$ cat src/rtl/sram_access_monitor.sv
// sram_access_monitor
// Watches one single-port SRAM channel and flags three kinds of misuse:
// write enable without chip select, accesses beyond the legal address
// range, and read data that disagrees with the last value written.
// Written values are remembered in a small direct-mapped shadow store.
// Reads that miss the shadow are never treated as errors.
// Errors show as one-cycle pulses, sticky flags, a saturating count and a
// capture of the first error (its kind and its address).
// RD_LAT must lie in 1..4 and SHADOW_DEPTH must be a power of two >= 2.

module sram_access_monitor #(
  parameter int          ADDR_W       = 16,
  parameter int          DATA_W       = 8,
  parameter int unsigned ADDR_LIMIT   = 'h1000,
  parameter int          RD_LAT       = 1,
  parameter int          SHADOW_DEPTH = 16,
  parameter int          CNT_W        = 16
) (
  input  logic              i_CLK,
  input  logic              i_RST,
  input  logic              i_check_enable,
  input  logic              i_clear,
  input  logic              i_cs,
  input  logic              i_we,
  input  logic [ADDR_W-1:0] i_addr,
  input  logic [DATA_W-1:0] i_din,
  input  logic [DATA_W-1:0] i_dout,
  output logic              o_err_enable,
  output logic              o_err_addr,
  output logic              o_err_data,
  output logic [2:0]        o_err_sticky,
  output logic [CNT_W-1:0]  o_err_count,
  output logic              o_first_valid,
  output logic [1:0]        o_first_code,
  output logic [ADDR_W-1:0] o_first_addr
);

  localparam int IDX_W = $clog2(SHADOW_DEPTH);
  localparam int TAG_W = ADDR_W - IDX_W;
  // One extra bit so that a limit of exactly 2^ADDR_W still compares correctly
  localparam logic [ADDR_W:0]  LIMIT_EXT = (ADDR_W+1)'(ADDR_LIMIT);
  localparam logic [CNT_W-1:0] CNT_MAX   = '1;

  localparam logic [1:0] CODE_ENABLE = 2'b01;
  localparam logic [1:0] CODE_ADDR   = 2'b10;
  localparam logic [1:0] CODE_DATA   = 2'b11;

  // Request decode
  logic             inRange;
  logic             wrReq;
  logic             rdReq;
  logic [IDX_W-1:0] idx;
  logic [TAG_W-1:0] tag;

  assign inRange = ({1'b0, i_addr} < LIMIT_EXT);
  assign wrReq   = i_cs & i_we & inRange;
  assign rdReq   = i_cs & ~i_we & inRange;
  assign idx     = i_addr[IDX_W-1:0];
  assign tag     = i_addr[ADDR_W-1:IDX_W];

  // Shadow store: only the valid bits need a reset, tag and data follow them
  logic [SHADOW_DEPTH-1:0] shValid_q;
  logic [TAG_W-1:0]        shTag_q  [SHADOW_DEPTH];
  logic [DATA_W-1:0]       shData_q [SHADOW_DEPTH];

  logic              lookupHit;
  logic [DATA_W-1:0] lookupData;

  assign lookupHit  = shValid_q[idx] & (shTag_q[idx] == tag);
  assign lookupData = shData_q[idx];

  // Mark a shadow entry valid on every in-range write; reset forgets everything
  always_ff @(posedge i_CLK or negedge i_RST) begin
    if (!i_RST) begin
      shValid_q <= '0;
    end else if (wrReq) begin
      shValid_q[idx] <= 1'b1;
    end
  end

  // Store tag and data of in-range writes (payload, no reset needed)
  always_ff @(posedge i_CLK) begin
    if (wrReq) begin
      shTag_q[idx]  <= tag;
      shData_q[idx] <= i_din;
    end
  end

  // Read pipeline: lookup result travels RD_LAT stages to meet i_dout
  logic [RD_LAT-1:0] pValid_q;
  logic [RD_LAT-1:0] pHit_q;
  logic [ADDR_W-1:0] pAddr_q [RD_LAT];
  logic [DATA_W-1:0] pExp_q  [RD_LAT];

  // Control bits of the pipeline, emptied by reset so in-flight reads vanish
  always_ff @(posedge i_CLK or negedge i_RST) begin
    if (!i_RST) begin
      pValid_q <= '0;
      pHit_q   <= '0;
    end else begin
      pValid_q[0] <= rdReq;
      pHit_q[0]   <= lookupHit;
      for (int i = 1; i < RD_LAT; i++) begin
        pValid_q[i] <= pValid_q[i-1];
        pHit_q[i]   <= pHit_q[i-1];
      end
    end
  end

  // Payload of the pipeline, only meaningful while the matching valid bit is set
  always_ff @(posedge i_CLK) begin
    pAddr_q[0] <= i_addr;
    pExp_q[0]  <= lookupData;
    for (int i = 1; i < RD_LAT; i++) begin
      pAddr_q[i] <= pAddr_q[i-1];
      pExp_q[i]  <= pExp_q[i-1];
    end
  end

  // Error detection for this cycle
  logic enDet;
  logic addrDet;
  logic dataDet;

  assign enDet   = i_check_enable & i_we & ~i_cs;
  assign addrDet = i_check_enable & i_cs & ~inRange;
  assign dataDet = i_check_enable & pValid_q[RD_LAT-1] & pHit_q[RD_LAT-1]
                 & (i_dout != pExp_q[RD_LAT-1]);

  // Status registers
  logic              errEnable_q, errAddr_q, errData_q;
  logic [2:0]        sticky_q, sticky_d;
  logic [CNT_W-1:0]  count_q, count_d;
  logic              firstValid_q, firstValid_d;
  logic [1:0]        firstCode_q, firstCode_d;
  logic [ADDR_W-1:0] firstAddr_q, firstAddr_d;

  logic [1:0]       errNum;
  logic [CNT_W+1:0] cntSum;

  // Next status: clear wipes the old state first, then this cycle's errors are recorded
  always_comb begin
    sticky_d     = i_clear ? 3'b000 : sticky_q;
    count_d      = i_clear ? '0 : count_q;
    firstValid_d = i_clear ? 1'b0 : firstValid_q;
    firstCode_d  = i_clear ? 2'b00 : firstCode_q;
    firstAddr_d  = i_clear ? '0 : firstAddr_q;
    errNum       = {1'b0, enDet} + {1'b0, addrDet} + {1'b0, dataDet};
    cntSum       = (CNT_W+2)'(count_d) + (CNT_W+2)'(errNum);

    sticky_d = sticky_d | {dataDet, addrDet, enDet};
    count_d  = (cntSum > (CNT_W+2)'(CNT_MAX)) ? CNT_MAX : cntSum[CNT_W-1:0];

    if (!firstValid_d && (errNum != 2'd0)) begin
      firstValid_d = 1'b1;
      if (dataDet) begin
        firstCode_d = CODE_DATA;
        firstAddr_d = pAddr_q[RD_LAT-1];
      end else if (addrDet) begin
        firstCode_d = CODE_ADDR;
        firstAddr_d = i_addr;
      end else begin
        firstCode_d = CODE_ENABLE;
        firstAddr_d = i_addr;
      end
    end
  end

  // Register pulses and status so every error appears one cycle after detection
  always_ff @(posedge i_CLK or negedge i_RST) begin
    if (!i_RST) begin
      errEnable_q  <= 1'b0;
      errAddr_q    <= 1'b0;
      errData_q    <= 1'b0;
      sticky_q     <= 3'b000;
      count_q      <= '0;
      firstValid_q <= 1'b0;
      firstCode_q  <= 2'b00;
      firstAddr_q  <= '0;
    end else begin
      errEnable_q  <= enDet;
      errAddr_q    <= addrDet;
      errData_q    <= dataDet;
      sticky_q     <= sticky_d;
      count_q      <= count_d;
      firstValid_q <= firstValid_d;
      firstCode_q  <= firstCode_d;
      firstAddr_q  <= firstAddr_d;
    end
  end

  assign o_err_enable  = errEnable_q;
  assign o_err_addr    = errAddr_q;
  assign o_err_data    = errData_q;
  assign o_err_sticky  = sticky_q;
  assign o_err_count   = count_q;
  assign o_first_valid = firstValid_q;
  assign o_first_code  = firstCode_q;
  assign o_first_addr  = firstAddr_q;

endmodule

$ cat config.mk
export PLATFORM = sky130hd
export DESIGN_NAME = sram_access_monitor
export DESIGN_NICKNAME = d
export VERILOG_FILES = /design/src/rtl/sram_access_monitor.sv
export SDC_FILE = /design/constraint.sdc
export NUM_CORES = 1
export LEC_CHECK = 0
export CAP_MARGIN = 5
export CORE_ASPECT_RATIO = 0.9
export CORE_MARGIN = 5
export CORE_UTILIZATION = 40
export CTS_CLUSTER_DIAMETER = 120
export DETAILED_ROUTE_END_ITERATION = 16
export SETUP_SLACK_MARGIN = 0.2
export SLEW_MARGIN = 20
export SYNTH_ARGS = -nofsm -noshare
export SYNTH_HDL_FRONTEND = slang
export SYNTH_SLANG_ARGS = --single-unit
$ cat constraint.sdc
create_clock -name i_CLK -period 4.5 [get_ports i_CLK]
set_input_delay 1.125 -clock i_CLK [delete_from_list [all_inputs] [get_ports i_CLK]]
set_output_delay 1.125 -clock i_CLK [all_outputs]
set_load 0.03 [all_outputs]
## Yosys cells after proc, flatten, opt, wreduce, memory -nomap -nowiden

Memory sizes are Yosys's and may differ from the RTL's.
Cells that the tools add are included.

- Flip-flop bits (word level): 59
- RAM bits: 344
- Input port bits: 38
- Output and inout port bits: 41
- Logic and storage cells: 64
- Memories: 4

- $add $sub $neg: 3
- $lt $le $gt $ge: 4
- Equal/unequal tests: 2
- Multiplexer cells: 18
- Bitwise operators: 17
- Reductions and logical operators: 5

Memory list:

| memory | depth | width | read ports | clocked after memory_dff | wr ports | RTL line | RTL |
|---|---|---|---|---|---|---|---|
| shTag_q | 16 | 12 | 1 | 0 | 1 | 63 | `logic [TAG_W-1:0] shTag_q [SHADOW_DEPTH];` |
| shData_q | 16 | 8 | 1 | 0 | 1 | 64 | `logic [DATA_W-1:0] shData_q [SHADOW_DEPTH];` |
| pAddr_q | 1 | 16 | 1 | 0 | 1 | 92 | `logic [ADDR_W-1:0] pAddr_q [RD_LAT];` |
| pExp_q | 1 | 8 | 1 | 0 | 1 | 93 | `logic [DATA_W-1:0] pExp_q [RD_LAT];` |

Operator list:

| operator | number |
|---|---|
| $mux W16 | 5 |
| $add A16 B2 Y17 | 1 |
| $gt A17 B16 Y1 const B | 1 |
| $lt A16 B13 Y1 const B | 1 |
| $or A16 B16 Y16 | 1 |
| $and A1 B1 Y1 | 12 |
| $eq A12 B12 Y1 | 1 |
| $mux W2 | 4 |
| $ne A8 B8 Y1 | 1 |
| $mux W1 | 6 |
| $lt A4 B5 Y1 const B | 1 |
| $bmux W1 S4 | 1 |
| $demux W1 S4 | 1 |
| $ge A4 B1 Y1 const B | 1 |
| $reduce_bool A2 Y1 | 2 |
| $mux W3 | 1 |
| $not A1 Y1 | 3 |
| $or A3 B3 Y3 | 1 |
| $add A1 B1 Y2 | 1 |
| $add A2 B1 Y2 | 1 |
| $logic_and A1 B1 Y1 | 2 |
| $logic_not A1 Y1 | 1 |

## Longest topological paths before layout

Gate-level depths: netlist (run 1).

- Word-level depth: 8
- Depth in mapped cells: 14
- Gate-level depth less buffers: 12

## Worst setup path after synthesis (run 1)

No wires, ideal clock.

- Path type: input-to-reg
- From: input i_dout[4]
- To: register count_q[10] (netlist: o_err_count[10])
- Setup time: 0.137 ns
- Data arrival time: 4.304 ns
- Data required time: 4.363 ns
- Setup slack: 0.059 ns
- Cell stages on the path: 14
- Buffers on the path: 2
- Cell sequence: xor2_1 -> nor4_1 -> a21oi_1 -> clkbuf_1 -> fa_1 -> ha_1 -> fa_1 -> and3_1 -> and3_1 -> nand2_1 -> nor2_1 -> nand4_1 -> buf_1 -> o21ai_0

- Longest elaborated chain between the ends: 6

Ends and longest elaborated chain:

| what | RTL line | RTL |
|---|---|---|
| from (decl) | 27 | `input logic [DATA_W-1:0] i_dout,` |
| $ne A8 B8 Y1 * | 128 | `& (i_dout != pExp_q[RD_LAT-1]);` |
| $and A1 B1 Y1 * | 128 |  |
| named net dataDet | 123 | `logic dataDet;` |
| $add A2 B1 Y2 * | 148 | `errNum = {1'b0, enDet} + {1'b0, addrDet} + {1'b0, dataDet};` |
| $add A16 B2 Y17 * | 149 | `cntSum = (CNT_W+2)'(count_d) + (CNT_W+2)'(errNum);` |
| $gt A17 B16 Y1 | 152 | `count_d = (cntSum > (CNT_W+2)'(CNT_MAX)) ? CNT_MAX : cntSum[CNT_W-1:0];` |
| $mux W16 * | 152 |  |
| named net count_d[10] | 133 | `logic [CNT_W-1:0] count_q, count_d;` |
| to (signal assigned) | 185 | `count_q <= count_d;` |
| to (decl) | 133 |  |

The timed path passes the listed nets; every way through them passes the cells marked *.
A chain may end at the register's enable or synchronous reset.

## Final worst setup path (run 1)

- From: input i_addr[12]
- To: register count_q[10] (netlist: o_err_count[10])

- Longest elaborated chain between the ends: 8

Ends and longest elaborated chain:

| what | RTL line | RTL |
|---|---|---|
| from (decl) | 25 | `input logic [ADDR_W-1:0] i_addr,` |
| $lt A16 B13 Y1 * | 55 | `assign inRange = ({1'b0, i_addr} < LIMIT_EXT);` |
| $not A1 Y1 * | 126 | `assign addrDet = i_check_enable & i_cs & ~inRange;` |
| $and A1 B1 Y1 * | 126 |  |
| named net addrDet | 122 | `logic addrDet;` |
| $add A1 B1 Y2 * | 148 |  |
| $add A2 B1 Y2 * | 148 |  |
| $add A16 B2 Y17 * | 149 |  |
| $gt A17 B16 Y1 | 152 |  |
| $mux W16 * | 152 |  |
| named net count_d[10] | 133 |  |

Marked as above.

==> results of run 1 <==
==> per-stage QoR <==
step                setup slack [ns]  cell area [µm²]  hold slack, ns  TNS (ns)
finish                         0.553            18900           0.465         0
global route                   0.341            18900           0.478         0
CTS                            0.347            18900           0.464         0
detailed placement            -0.185            17600           0.450     -1.92
global placement              -0.131            17600           0.444     -1.53
floorplan                      0.238            15900           0.430         0
==> power groups by stage <==
stage / registers, µW / clock network, µW / logic [µW]
finish: 4100 / 3240 / 525
global route: 4100 / 3480 / 567
CTS: 4100 / 3320 / 531
detailed placement: 4180 / 0 / 529
global placement: 4180 / 0 / 523
floorplan: 4220 / 0 / 240
==> registers in the layout, summed over array words and instances (netlist names) <==
| name | cells |
|---|---|
| o_err_sticky | 3 |
| shTag_q | 192 |
| o_err_addr | 1 |
| o_err_count | 16 |
| shData_q | 128 |
| pHit_q | 1 |
| o_first_addr | 16 |
| shValid_q | 16 |
| o_first_code | 2 |
| pAddr_q | 16 |
| o_first_valid | 1 |
| pValid_q | 1 |
| o_err_data | 1 |
| pExp_q | 8 |
| o_err_enable | 1 |
==> how the worst min path moves through the flow <==
stage | startpoint | endpoint | slack [ns] | cells after the start
2_1_floorplan | shValid_q[13]$_DFFE_PN0P_ | shValid_q[13]$_DFFE_PN0P_ | 0.43 | 1
3_3_place_gp | shValid_q[12]$_DFFE_PN0P_ | shValid_q[12]$_DFFE_PN0P_ | 0.44 | 1
3_5_place_dp | shValid_q[14]$_DFFE_PN0P_ | shValid_q[14]$_DFFE_PN0P_ | 0.45 | 1
4_1_cts | shValid_q[15]$_DFFE_PN0P_ | shValid_q[15]$_DFFE_PN0P_ | 0.46 | 1
5_1_grt | shValid_q[10]$_DFFE_PN0P_ | shValid_q[10]$_DFFE_PN0P_ | 0.48 | 1
6_report | shValid_q[9]$_DFFE_PN0P_ | shValid_q[9]$_DFFE_PN0P_ | 0.47 | 1
==> cell usage in the layout, fill, tap and decap left out, types with 6 or more instances in the layout <==
| master | netlist | routed |
|---|---|---|
| dfrtp_1 | 59 | 59 |
| nand4_1 | 12 | 12 |
| edfxtp_1 | 320 | 320 |
| mux4_1 | 20 | 20 |
| nand2_1 | 27 | 27 |
| inv_1 | 9 | 9 |
| clkinv_1 | 1 | 12 |
| xnor2_1 | 15 | 15 |
| clkinv_2 | 0 | 10 |
| nor2_2 | 0 | 16 |
| clkbuf_16 | 0 | 43 |
| dfxtp_1 | 24 | 24 |
| mux2i_1 | 41 | 41 |
| or2_2 | 18 | 18 |
| or3_1 | 9 | 9 |
| a21oi_1 | 11 | 10 |
| a22o_1 | 7 | 7 |
| clkbuf_1 | 17 | 6 |
| o21ai_0 | 40 | 40 |
| mux4_2 | 61 | 61 |
| nand3_1 | 27 | 27 |
| nor2_1 | 50 | 34 |
| xor2_1 | 10 | 10 |
| buf_4 | 4 | 60 |
| clkdlybuf4s50_1 | 0 | 74 |
==> area by class of cell <==
| type | instances | area, µm² |
|---|---|---|
| Sequential cell | 403 | 11600 |
| Inverter | 10 | 37.5 |
| Multi-Input combinational cell | 410 | 4070 |
| Tap cell | 532 | 666 |
| Clock inverter | 24 | 160 |
| Fill cell | 3293 | 20400 |
| Timing Repair Buffer | 141 | 1300 |
| Clock buffer | 52 | 1140 |
==> routing by layer <==
metal | track usage (%) | part of all wire (%) | vias to the layer above
met5 | 0 | 0 | -
li1 | - | - | 3739
met4 | 3.67 | 1.6 | 0
met3 | 2.68 | 5.8 | 44
met1 | 25.3 | 47 | 4341
met2 | 26.0 | 46 | 252
==> critical path: cells and delay by family <==
kind,cells,cell delay (ns)
simple gates,7,1.15
fa+ha+maj,3,1.14
buf+inv,2,0.78
compound gates,1,0.12
==> cells by family (layout without fill, tap and decap cells) <==
family,Yosys count,count (layout),synth area share (%)
mux,124,124,14.7
fa+ha+maj,4,4,0.410
flops,403,403,72.9
buf+inv,51,227,1.87
simple gates,176,176,5.67
compound gates,81,81,3.14
xor+xnor,25,25,1.38
==> impl_metrics.json, run 1 <==
{
  "drc_errors": 0,
  "fmax_mhz": 253,
  "syn_inst": 864,
  "cts-resized-gates": 0,
  "grt_max_degree": 54,
  "path_class": "primary input to register",
  "max-slew-margin-rel_pct": 40.8,
  "grt_pass1_wl_um": 54700,
  "grt_pass1_vias": 8473,
  "final_nets": 1050,
  "power.internal_uw": 6200,
  "viasPerCell": 5.33,
  "final_util_pct": 48.1,
  "clock-root-buffer": "clkbuf_16",
  "total_power_uw": 7870,
  "critical_path_required_ns": 4.88,
  "die_area_um2": 43800,
  "hold_buffers": 0,
  "synthTopCellsByCount": "edfxtp_1, mux4_2, dfrtp_1",
  "io_buffers": 78,
  "n_antenna_cell": 0,
  "die_h_um": 199,
  "clock_sinks": 403,
  "hpwl_um": 22600,
  "area_growth_pct": 19.3,
  "slew_viol_final": 0,
  "numCtsBuffers": 42,
  "gp_congestion": 0.797,
  "peakVddDrop_mv": 0.246,
  "synth_cell_types": 54,
  "min_path_type": "register to register",
  "antenna_found_initial": 0,
  "drive_above_1_share_pct": 22.2,
  "drtIter0Drc": 840,
  "synthTopCellsByArea": "edfxtp_1, dfrtp_1, mux4_2",
  "reg2reg_slack_ns": 1.26,
  "synth_top_cell_area_share_pct": 60.5,
  "start_kind": "primary input",
  "fin_crit_ns": 3.95,
  "start_util_pct": 40.3,
  "cts_max_level": 2,
  "power.static_leakage_uw": 0.00664,
  "slowest_delay_ns": 0.59,
  "worst_pin_slew_ns": 0.889,
  "power_density_nw_per_um2": 415,
  "synth_edf_count": 320,
  "yosysWarnings": 0,
  "worstPathArrival_ns": 4.33,
  "async_flop_share_pct": 14.6,
  "routed_wl_um": 36400,
  "p_switching_uw": 1670,
  "r2r-start": "pExp_q[0][3]$_DFF_P_",
  "track_usage_pct": 16.7,
  "post_cts_buffers": 0,
  "finClkSkew_ns": 0.0150,
  "insertion_delay_ns": 0.52,
  "switching_share_pct": 21.2,
  "outcome": "finished clean",
  "rsz0062_at_grt": "no",
  "seq_area_frac_synth_pct": 72.9,
  "ios": 79,
  "route.vias.total": 8376,
  "synth_nets": 906,
  "clock_path_buffers": 3,
  "crit_path_end": "o_err_count[10]$_DFF_PN0_",
  "placed_cells": 1495,
  "synth_area_um2": 15900,
  "reg2regPathDepth": 14,
  "syn_area_per_cell_um2": 18.4,
  "routedWlPerCell_um": 23.1,
  "cp_cell_sequence": "clkdlybuf4s50_1 -> nor4_1 -> nor2_1 -> fa_1 -> ha_1 -> fa_1 -> and3_1 -> and3_1 -> nand2_1 -> nor2_1 -> nand4_1 -> buf_4 -> o21ai_0",
  "ant_nets": 0,
  "maxCapViolations": 0,
  "finalCritPeriodShare_pct": 87.7,
  "dr.pass1.iters": 4,
  "synth_ff_type": "edfxtp_1",
  "synth_top_area_cell": "edfxtp_1",
  "cp-end-kind": "register",
  "setup_viol": 0,
  "worstPathMaxFanout": 14,
  "row_count": 69,
  "clkTransAtPathRegs_ns": 0.06,
  "synth.most_common_cell": "edfxtp_1",
  "cpMaxStageDelayCell": "clkdlybuf4s50_1",
  "fin_cells": 1572,
  "die_w_um": 220,
  "critical_path.startpoint": "i_addr[12]",
  "cts_tree": "yes",
  "ys_ff_latch": 403,
  "gr-total-overflow": 0,
  "power.sequential.fraction_pct": 52.1,
  "pwr-share-comb_pct": 6.7,
  "clkPwrFrac_pct": 41.2,
  "rr_endpoint": "o_err_count[10]$_DFF_PN0_",
  "hold_viol_final": 0,
  "core-area_um2": 39400
}
Note: power is estimated with default switching activity, not from simulation.
==> run 2: changes to the inputs <==
CTS_CLUSTER_DIAMETER = 30   (was 120)
==> run 2 against run 1 <==
Compared with the run above:
- design area rose by 5.6%
- first-iteration DRC count rose by 6.5%
- global-route usage rose by 0.66 points
- count of clock-buffer cells in the layout rose by 35
- critical path type unchanged
- largest cell class unchanged
==> impl_metrics.json, run 2 (synthesis gave the netlist of run 1 again) <==
{
  "die_area_um2": 43800,
  "path_class": "primary input to register",
  "setup_ws_ns": 0.597,
  "finalCritPeriodShare_pct": 86.7,
  "fmax_mhz": 256,
  "area_growth_pct": 25.9,
  "maxCapViolations": 0,
  "max-slew-margin-rel_pct": 41.0,
  "setup_viol": 0,
  "gp_congestion": 0.797,
  "ant_nets": 0,
  "worst_pin_slew_ns": 0.885,
  "cts_tree": "yes",
  "drc_errors": 0,
  "viasPerCell": 5.24,
  "hp-start": "shValid_q[7]$_DFFE_PN0P_",
  "cts_max_level": 3,
  "placed_cells": 1495,
  "insertion_delay_ns": 0.57,
  "final_nets": 1080,
  "final_cell_mix": "edfxtp_1, clkbuf_16, clkdlybuf4s50_1",
  "slew_viol_final": 0,
  "largest_reg_flops": 192,
  "io_buffers": 78,
  "die_w_um": 220,
  "antenna_found_initial": 0,
  "drive_above_1_share_pct": 26.3,
  "critical_path.startpoint": "i_addr[12]",
  "rsz0062_at_grt": "no",
  "drtIter0Drc": 895,
  "row_count": 69,
  "ios": 79,
  "fin_crit_ns": 3.90,
  "gr-total-overflow": 0,
  "fin_cells": 1630,
  "routedWlPerCell_um": 22.9,
  "power_density_nw_per_um2": 490,
  "routed_wl_um": 37300,
  "peakVddDrop_mv": 0.228,
  "track_usage_pct": 17.4,
  "clock_path_buffers": 3,
  "final_util_pct": 50.8,
  "worstPathMaxFanout": 14,
  "numCtsBuffers": 72,
  "die_h_um": 199,
  "final_common_cell": "edfxtp_1",
  "r2r-start": "pExp_q[0][3]$_DFF_P_",
  "clock_sinks": 403,
  "hpwl_um": 22600,
  "grt_pass1_vias": 8782,
  "critical_path_required_ns": 4.92,
  "clock-root-buffer": "clkbuf_16",
  "start_kind": "primary input",
  "place_ws_ns": -0.185,
  "worstPathArrival_ns": 4.33,
  "grt_pass1_wl_um": 56100,
  "dpl_cell_area_um2": 17600,
  "start_util_pct": 40.3,
  "dr.pass1.iters": 5,
  "cp-end-kind": "register",
  "final_area_um2": 20000,
  "power.static_leakage_uw": 0.00714,
  "finClkSkew_ns": 0.0194,
  "regMostFlops": "shTag_q",
  "outcome": "finished clean",
  "hold_viol_final": 0,
  "clkTransAtPathRegs_ns": 0.05,
  "grt_max_degree": 54,
  "min_path_type": "register to register",
  "cts-resized-gates": 0,
  "core-area_um2": 39400,
  "reg_top3": "shTag_q x192, shData_q x128",
  "route.vias.total": 8541
}
## run 2: cell count changes in the layout (fill, tap and decap cells not counted), sizes merged
cell	delta
inv	+7
clkbuf	+35
diode	+1
clkinv	+6
bufinv	+3
clkinvlp	+6
## run 2: area by class of cell
class / count / area (µm²)
clock buffers: 87 / 1940
multi-input cells: 410 / 4070
well taps: 532 / 666
diodes: 1 / 2.50
inverters: 10 / 37.5
flip-flops and latches: 403 / 11600
fillers: 3197 / 19400
repair buffers: 141 / 1300
clock inverters: 46 / 408
## run 2: stage by stage
step | setup TNS, ns | hold slack, ns | power (µW)
3_5_place_dp | -1.92 | 0.450 | 4710
2_1_floorplan | 0 | 0.430 | 4460
4_1_cts | 0 | 0.467 | 9890
3_3_place_gp | -1.53 | 0.444 | 4700
5_1_grt | 0 | 0.476 | 10100
6_report | 0 | 0.467 | 9790
## run 2: metal layers
metal  up-vias  routed length [µm]  GRT usage, %
li1       3830                   -             -
met1      4369               17100          25.3
met2       275               17100          26.2
met3        67                2210          4.03
met4         0                 880          5.80
met5         -                   0             0
## run 2: worst max-delay path: stages
cell and delay [ns]:
clkdlybuf4s50_1 0.60, nor4_1 0.41, nor2_1 0.14, fa_1 0.50
ha_1 0.24, fa_1 0.40, and3_1 0.18, and3_1 0.18
nand2_1 0.09, nor2_1 0.06, nand4_1 0.10, buf_4 0.19
o21ai_0 0.12
## run 2: power by group
group	internal (µW)	switching, µW
clock	3370	1790
combinational	221	304
sequential	4080	26.4
total	7680	2120
## run 2: path summary, 6_finish.rpt
check,endpoint,slack (ns),depth (start not counted)
worst max register to register,o_err_count[10]$_DFF_PN0_,1.28,14
min in group asynchronous,o_first_addr[6]$_DFFE_PN0P_,0.62,1
worst max-delay path,o_err_count[10]$_DFF_PN0_,0.60,13
max in group asynchronous,o_first_valid$_DFF_PN0_,3.03,2
worst min register to register,shValid_q[7]$_DFFE_PN0P_,0.47,1
worst min-delay path,shValid_q[7]$_DFFE_PN0P_,0.47,1
## run 2: timing repair
| action | in CTS | in global routing |
|---|---|---|
| endpoints found under the setup margin | 0 | 8 |
| hold buffers | 0 | 0 |
| setup buffers | 0 | 1 |
==> run 3: changes to the inputs <==
CTS_CLUSTER_SIZE = 12   (was default)
==> results of run 3 <==
No change in the layout: final DEF, timing and power equal those of run 2.
